## config.mk

```make
export PLATFORM = sky130hd
export DESIGN_NAME = serial_add_ctrl
export DESIGN_NICKNAME = d
export VERILOG_FILES = /design/src/rtl/serial_add_pkg.sv /design/src/rtl/full_adder_bit.sv /design/src/rtl/serial_add_ctrl.sv
export SDC_FILE = /design/constraint.sdc
export NUM_CORES = 1
export LEC_CHECK = 0
export BUFFER_PORTS_ARGS = -buffer_cell sky130_fd_sc_hd__buf_4
export CAP_MARGIN = 20
export CORE_UTILIZATION = 57
export DETAILED_ROUTE_END_ITERATION = 16
export PLACE_DENSITY = 0.87
export SYNTH_ARGS = -nofsm -noshare
export SYNTH_HDL_FRONTEND = slang
export SYNTH_SLANG_ARGS = --single-unit
```

## constraint.sdc

```tcl
create_clock -name clk -period 4.3 [get_ports clk]
set_input_delay 0.215 -clock clk [delete_from_list [all_inputs] [get_ports clk]]
set_output_delay 0.215 -clock clk [all_outputs]
set_load 0.03 [all_outputs]
```

## src/rtl/serial_add_pkg.sv

```systemverilog
// Shared types for the bit-serial adder controller: FSM state encoding.
// Used by serial_add_ctrl (optional subtract mode: SERIAL_ADD_SUB_EN).
package serial_add_pkg;

    localparam int ST_W = 2;

    typedef enum logic [ST_W-1:0] {
        IDLE = 2'd0,
        RUN  = 2'd1,
        DONE = 2'd2
    } state_t;

endpackage

```

## src/rtl/full_adder_bit.sv

```systemverilog
// One-bit combinational full adder, the only arithmetic in the serial adder.
module full_adder_bit (
    input  logic a,
    input  logic b,
    input  logic ci,
    output logic s,
    output logic co
);

    assign s  = a ^ b ^ ci;
    assign co = (a & b) | (ci & (a ^ b));

endmodule

```

## src/rtl/serial_add_ctrl.sv

```systemverilog
// Bit-serial adder controller: one full_adder_bit reused over WIDTH cycles, LSB first.
// Build option SERIAL_ADD_SUB_EN adds a 'sub' port selecting a - b (two's complement).
//
// state | meaning
// IDLE  | waiting for an operand pair, start_ready high
// RUN   | one operand bit per cycle through the shared adder
// DONE  | result presented, waiting for done_ready
module serial_add_ctrl
    import serial_add_pkg::*;
#(
    parameter int WIDTH = 8
) (
    input  logic             clk,
    input  logic             rst_n,
    input  logic             start_valid,
    output logic             start_ready,
    input  logic [WIDTH-1:0] a,
    input  logic [WIDTH-1:0] b,
    input  logic             cin,
`ifdef SERIAL_ADD_SUB_EN
    input  logic             sub,
`endif
    output logic [WIDTH-1:0] sum,
    output logic             cout,
    output logic             done_valid,
    input  logic             done_ready,
    output logic             busy
);

    localparam int               CNT_W    = $clog2(WIDTH + 1);
    localparam logic [CNT_W-1:0] CNT_LAST = CNT_W'(WIDTH - 1);
    localparam logic [WIDTH-1:0] MSB_BIT  = WIDTH'(1) << (WIDTH - 1);

    state_t           state_q;
    logic [WIDTH-1:0] a_sh_q;
    logic [WIDTH-1:0] b_sh_q;
    logic [WIDTH-1:0] s_sh_q;
    logic [WIDTH-1:0] s_sh_d;
    logic [WIDTH-1:0] sum_q;
    logic [CNT_W-1:0] cnt_q;
    logic             carry_q;
    logic             cout_q;
    logic             done_valid_q;
    logic             start_ready_q;
    logic             busy_q;

    logic             fa_sum;
    logic             fa_cout;
    logic [WIDTH-1:0] b_load;
    logic             carry_load;

    full_adder_bit u_fa (
        .a  (a_sh_q[0]),
        .b  (b_sh_q[0]),
        .ci (carry_q),
        .s  (fa_sum),
        .co (fa_cout)
    );

`ifdef SERIAL_ADD_SUB_EN
    // Subtract as a + ~b + 1; cout=1 then means no borrow.
    assign b_load     = sub ? ~b : b;
    assign carry_load = sub ? 1'b1 : cin;
`else
    assign b_load     = b;
    assign carry_load = cin;
`endif

    // Written as shift-or so WIDTH=1 needs no zero-width slice.
    assign s_sh_d = (s_sh_q >> 1) | (fa_sum ? MSB_BIT : '0);

    always_ff @(posedge clk or negedge rst_n) begin
        if (!rst_n) begin
            state_q       <= IDLE;
            a_sh_q        <= '0;
            b_sh_q        <= '0;
            s_sh_q        <= '0;
            cnt_q         <= '0;
            carry_q       <= 1'b0;
            sum_q         <= '0;
            cout_q        <= 1'b0;
            done_valid_q  <= 1'b0;
            start_ready_q <= 1'b1;
            busy_q        <= 1'b0;
        end else begin
            case (state_q)
                IDLE: begin
                    if (start_valid) begin
                        a_sh_q        <= a;
                        b_sh_q        <= b_load;
                        carry_q       <= carry_load;
                        s_sh_q        <= '0;
                        cnt_q         <= '0;
                        start_ready_q <= 1'b0;
                        busy_q        <= 1'b1;
                        state_q       <= RUN;
                    end
                end
                RUN: begin
                    a_sh_q  <= a_sh_q >> 1;
                    b_sh_q  <= b_sh_q >> 1;
                    s_sh_q  <= s_sh_d;
                    carry_q <= fa_cout;
                    cnt_q   <= cnt_q + CNT_W'(1);
                    if (cnt_q == CNT_LAST) begin
                        sum_q        <= s_sh_d;
                        cout_q       <= fa_cout;
                        done_valid_q <= 1'b1;
                        busy_q       <= 1'b0;
                        state_q      <= DONE;
                    end
                end
                DONE: begin
                    if (done_ready) begin
                        done_valid_q  <= 1'b0;
                        start_ready_q <= 1'b1;
                        state_q       <= IDLE;
                    end
                end
                default: begin
                    done_valid_q  <= 1'b0;
                    start_ready_q <= 1'b1;
                    busy_q        <= 1'b0;
                    state_q       <= IDLE;
                end
            endcase
        end
    end

    assign start_ready = start_ready_q;
    assign sum         = sum_q;
    assign cout        = cout_q;
    assign done_valid  = done_valid_q;
    assign busy        = busy_q;

endmodule
```

## After elaboration in Yosys (flattened, before gate mapping)

Cells that the tools add are included.

| cells by class | value |
|---|---|
| $add $sub $neg | 1 |
| equal/unequal tests | 6 |
| mux-type cells | 24 |
| bitwise operators | 9 |
| reductions and logical operators | 8 |

Operators with widths:

| operator | number |
|---|---|
| $pmux W8 S2 | 3 |
| $mux W8 | 4 |
| $reduce_and A3 Y1 | 4 |
| $pmux W1 S3 | 3 |
| $or A7 B8 Y8 | 1 |
| $pmux W4 S2 | 1 |
| $mux W1 | 7 |
| $mux W2 | 3 |
| $ne A2 B2 Y1 const B | 3 |
| $pmux W2 S3 | 1 |
| $add A4 B1 Y4 const B | 1 |
| $eq A4 B3 Y1 const B | 1 |
| $mux W4 | 1 |
| $reduce_and A2 Y1 | 2 |
| $not A1 Y1 | 3 |
| $and A1 B1 Y1 | 2 |
| $eq A2 B1 Y1 const B | 1 |
| $eq A2 B2 Y1 const B | 1 |
| $logic_not A2 Y1 | 1 |
| $pmux W1 S2 | 1 |
| $reduce_bool A2 Y1 | 1 |
| $xor A1 B1 Y1 | 2 |
| $or A1 B1 Y1 | 1 |

| word-level totals | value |
|---|---|
| flip-flop bits (word level) | 43 |
| input bits | 21 |
| output and inout port bits | 12 |

## Logic depth before layout (Yosys ltp)

| depth | value |
|---|---|
| depth in word-level cells | 5 |
| gate-level depth with buffers | 5 |
| depth with buffers taken out | 4 |

## Cells and area by module

Synthesis repeated with hierarchy kept, for this count alone.

| second synthesis, totals | value |
|---|---|
| cells, all modules | 166 |
| area, all modules | 1933.1 um^2 |

Modules (own cells, without submodules):

| module | times used | cells each | area each (um^2) | seq. area each (um^2) |
|---|---|---|---|---|
| serial_add_ctrl | 1 | 165 | 1913.1 | 1052.3 |
| full_adder_bit | 1 | 1 | 20.0 | 0.0 |

## Worst setup path before layout

No wires, ideal clock.

| path | value |
|---|---|
| path kind | reg-to-reg |
| start point | reg cnt_q[0] |
| end point | reg cout_q, in the netlist cout |
| arrival | 1360 ps |
| required time | 4175 ps |
| setup slack | 2815 ps |
| cell stages (with the launch flop) | 6 |
| path buffers | 1 |
| period minus slack after synthesis | 1485 ps |
| cells stage by stage | dfrtp_1 -> ha_1 -> and3b_1 -> and2_4 -> buf_6 -> mux2_4 |

| between the ends | value |
|---|---|
| cells in the longest elaborated chain, start to end | 2 |

RTL lines:

| what | RTL line | RTL |
|---|---|---|
| start, declared | serial_add_ctrl.sv:40 | `logic [CNT_W-1:0] cnt_q;` |
| start signal, assigned | serial_add_ctrl.sv:104 | `cnt_q <= cnt_q + CNT_W'(1);` |
| $eq A4 B3 Y1 | serial_add_ctrl.sv:105 | `if (cnt_q == CNT_LAST) begin` |
| $reduce_and A2 Y1 (no line) | -- |  |
| end signal, assigned | serial_add_ctrl.sv:107 | `cout_q <= fa_cout;` |
| end, declared | serial_add_ctrl.sv:42 | `logic cout_q;` |

No other way between the ends.
A chain may end at the register's enable or synchronous reset.

## Final worst setup path

| path | value |
|---|---|
| start point | reg state_q[1] |
| end point | reg start_ready_q, in the netlist start_ready |

| between the ends | value |
|---|---|
| cells in the longest elaborated chain, start to end | 3 |

RTL lines:

| what | RTL line | RTL |
|---|---|---|
| start, declared | serial_add_ctrl.sv:34 | `state_t state_q;` |
| start signal, assigned | serial_add_ctrl.sv:74 | `state_q <= IDLE;` |
| start signal, assigned | serial_add_ctrl.sv:96 | `state_q <= RUN;` |
| start signal, assigned | serial_add_ctrl.sv:110 | `state_q <= DONE;` |
| $eq A2 B2 Y1 (tied with other cells) | serial_add_ctrl.sv:86 | `case (state_q)` |
| $ne A2 B2 Y1 (no line) / $not A1 Y1 (equally long branches) | -- |  |
| $reduce_and A3 Y1 (no line) | -- |  |
| end signal, assigned | serial_add_ctrl.sv:83 | `start_ready_q <= 1'b1;` |
| end signal, assigned | serial_add_ctrl.sv:94 | `start_ready_q <= 1'b0;` |
| end signal, assigned | serial_add_ctrl.sv:116 | `start_ready_q <= 1'b1;` |
| end, declared | serial_add_ctrl.sv:44 | `logic start_ready_q;` |

Parallel ways exist; a longest one is shown, timed or not.

==> qor.yml <==
status: "complete, no violations"
first_pass_iters: 4
dieArea_mm2: 0.003487
num-nets-final: 212
worstPathRequired_ps: 4590
maxSlewViolCount: 0
drc: 0
vias_per_cell: 5.902
cts_root_buf: "sky130_fd_sc_hd__clkbuf_4"
intPower_w: 0.0009690
setup-tns-final_ps: 0
vias_in_the_first_global_route: 1300
hold_path_end: "b_sh_q[7]$_DFFE_PN0P_"
rsz_0062_raised_after_global_routing: "false"
timing.clock.skew_ps: 5.939
gp_congestion: 0.7714
nFillCells: 215
worstHoldStart: "b[7]"
cts_tree: "done"
crit_fanout: 25
worst_setup_startpoint: "state_q[1]$_DFFE_PN0P_"
grt_start_max_net_pins: 43
drt.antenna.violating_nets: 0
area_delta_synth_final_pct: 17.73
tritoncts_num_sinks: 42
finalHoldViolations: 0
design_power_total_w: 0.001562
clk_pin_slew_worst_paths_ps: 120
preCtsSetupSlack_ps: 2447
power_leakage_nw: 1.016
top_level_port_count: 33
most_common_library_cell_in_the_layout_ignoring_fill_and_taps: "sky130_fd_sc_hd__dfrtp_1"
synthesis.area_mm2: 0.001856
synth_sequential_area_ratio_pct: 56.71
finalCriticalPeriod_ps: 1893
final_period_util_pct: 44.02
grt.busiest_layer: "met2"
synthesis.yosys.warnings: 0
syn-mean-instance-area_um2: 11.67
antenna_found_initial: 0
setup_viol_count_final: 0
grt_util_met1_pct: 32.69
design.core.area_mm2: 0.003078
min_delay_path_depth: 2
ctsHtreeMaxLevel: 2
min-delay-path-class: "in2reg"
regArea_mm2: 0.001052
worst_skew_pair.late_latency_ps: 350
antenna_cells: 0
pwr-share-comb_pct: 39.0
grt_overflow: 0
pwr-share-seq_pct: 45.1
rr_worst_depth: 3
multi_input_comb_area_um2: 723.2
share_clk_of_total_power_pct: 15.9
die_w_um: 59.06
max-cap-violations: 0
worst_r2r_endpoint: "start_ready$_DFFE_PN1P_"
highest_clock_rate_ghz: 0.5283
numCtsBuffers: 5
crit_path_end_kind: "flop"
total_global_route_track_usage_pct: 24.39
postSynthNetCount: 182
fp-row-count: 20
worst_ep_arrival_time_ps: 2190
worst_ir_drop_vdd_uv: 398.5
detailedPlacementHpwl_um: 2365
routed-via-count: 1381
grtUsageMet3_pct: 6.332
pwr_density_cell_mw_per_mm2: 715.1
postCtsSetupBuffers: 0
cts_resized: 0
setup.worst_path.class: "reg2reg"
floorplan.initialDensity_pct: 60.28
wl_per_cell_um: 15.61
grt_pass1_wl_um: 6244
syn_inst: 159
clock_tree.buffer_depth: 2
layout_common_cells: "sky130_fd_sc_hd__dfrtp_1, sky130_fd_sc_hd__buf_4, sky130_fd_sc_hd__o21ai_0, sky130_fd_sc_hd__a22oi_1"
r2r-start: "state_q[1]$_DFFE_PN0P_"
critPathLaunchType: "flop"
port_buffers: 32
cts_hold_buffers: 1
worstMarginPinSlew_ps: 804.8
grt.met2_usage_pct: 38.80
postSynthRegisterBits: 42
synthDistinctLibCells: 29
fraction_of_final_layout_cells_with_drive_strength_greater_than_1_pct: 28.95
maxSlewHeadroom_pct: 46.24
regToRegSetupSlack_ps: 2410
net-switching-power_w: 0.0005932
die_h_um: 59.06
postLayoutSetupSlackWorst_ps: 2407
sw_frac_of_total_pct: 37.97
postRouteWirelength_um: 3653
first_iter_violations: 54
==> registers in the layout, summed over array words and instances, names as in the netlist <==
signal and cells:
busy 1, carry_q 1, cnt_q 4, done_valid 1
b_sh_q 8, s_sh_q 7, state_q 2, start_ready 1
sum 8, a_sh_q 8, cout 1
==> routing by layer <==
layer	wire length [um]	part of all wire, %
met3	152	4.2
met1	1670	46
met2	1785	49
met5	0	0
met4	44	1.2
==> per-stage QoR <==
stage / hold slack (ps) / area, um2 / instances / util [%]
after floorplan: -80.59 / 1856 / 159 / -
after global routing: 109.7 / 2185 / 234 / 70.98
after CTS: 110.0 / 2185 / 234 / 70.98
after detailed placement: 222.4 / 2097 / 225 / 68.13
after global placement: 217.3 / 2097 / 225 / 68.13
final: 115.2 / 2185 / 234 / 70.98
==> critical path: stages (launching register included) <==
cell	delay (ps)
sky130_fd_sc_hd__dfrtp_1	670
sky130_fd_sc_hd__nor2b_1	750
sky130_fd_sc_hd__o21ai_0	260
sky130_fd_sc_hd__o21a_1	150
==> how the worst max path moves through the flow <==
stage                     cells past startpoint                      end  slack, ps
after global routing                          3    a_sh_q[7]$_DFFE_PN0P_       2220
after detailed placement                      3    a_sh_q[7]$_DFFE_PN0P_       2450
after global placement                        3     cnt_q[0]$_DFFE_PN0P_       2620
after floorplan                               5         cout$_DFFE_PN0P_       2810
final                                         3  start_ready$_DFFE_PN1P_       2410
after CTS                                     3    a_sh_q[7]$_DFFE_PN0P_       2420
==> power groups by stage <==
stage	logic (W)	clock network, W	registers, W
finish	0.000610	0.000248	0.000705
global route	0.000666	0.000269	0.000728
CTS	0.000613	0.000249	0.000703
detailed placement	0.000597	0	0.000710
global placement	0.000576	0	0.000696
floorplan	0.000391	0	0.000740
==> cell usage after synthesis <==
cell type / n / share of area (%)
sky130_fd_sc_hd__o21a_1: 2 / 0.81
sky130_fd_sc_hd__dfstp_2: 1 / 1.4
sky130_fd_sc_hd__o21ai_0: 22 / 5.9
sky130_fd_sc_hd__buf_1: 1 / 0.20
sky130_fd_sc_hd__nand2_1: 11 / 2.2
sky130_fd_sc_hd__nand3_1: 1 / 0.27
sky130_fd_sc_hd__dfrtp_1: 41 / 55
sky130_fd_sc_hd__mux2_4: 8 / 6.5
sky130_fd_sc_hd__buf_2: 4 / 1.1
sky130_fd_sc_hd__nor2_1: 2 / 0.40
sky130_fd_sc_hd__a31o_2: 1 / 0.47
sky130_fd_sc_hd__and3b_1: 1 / 0.47
sky130_fd_sc_hd__a21oi_1: 10 / 2.7
sky130_fd_sc_hd__fa_1: 1 / 1.1
sky130_fd_sc_hd__buf_6: 2 / 1.2
sky130_fd_sc_hd__o21bai_1: 1 / 0.40
sky130_fd_sc_hd__and2_4: 1 / 0.47
sky130_fd_sc_hd__a22oi_1: 15 / 6.1
sky130_fd_sc_hd__clkbuf_1: 4 / 0.81
sky130_fd_sc_hd__a22o_1: 8 / 3.8
sky130_fd_sc_hd__ha_1: 1 / 0.67
sky130_fd_sc_hd__a32o_1: 1 / 0.54
sky130_fd_sc_hd__nor3b_1: 1 / 0.40
sky130_fd_sc_hd__mux2_2: 2 / 1.2
sky130_fd_sc_hd__inv_1: 3 / 0.61
sky130_fd_sc_hd__nor2b_1: 11 / 3.7
sky130_fd_sc_hd__mux2i_1: 1 / 0.54
sky130_fd_sc_hd__buf_4: 1 / 0.40
sky130_fd_sc_hd__nand2b_1: 1 / 0.34
==> area by class of cell <==
type | count | share of cell area (%)
Tap cell | 44 | 2.520
Clock buffer | 5 | 1.718
Clock inverter | 3 | 1.833
Sequential cell | 42 | 48.17
Timing Repair Buffer | 35 | 12.14
Inverter | 3 | 0.5155
Multi-Input combinational cell | 102 | 33.10
==> cell families after synthesis <==
family                     count (synthesis)  share of synthesized area (%)
DFF                                       42                          56.71
muxes                                     11                          8.227
adders and majority gates                  2                          1.753
buffers and inverters                     15                          4.315
and+or+nand+nor                           29                          8.295
AOI/OAI and AO/OA                         60                          20.70
Note: power is estimated with default switching activity, not from simulation.
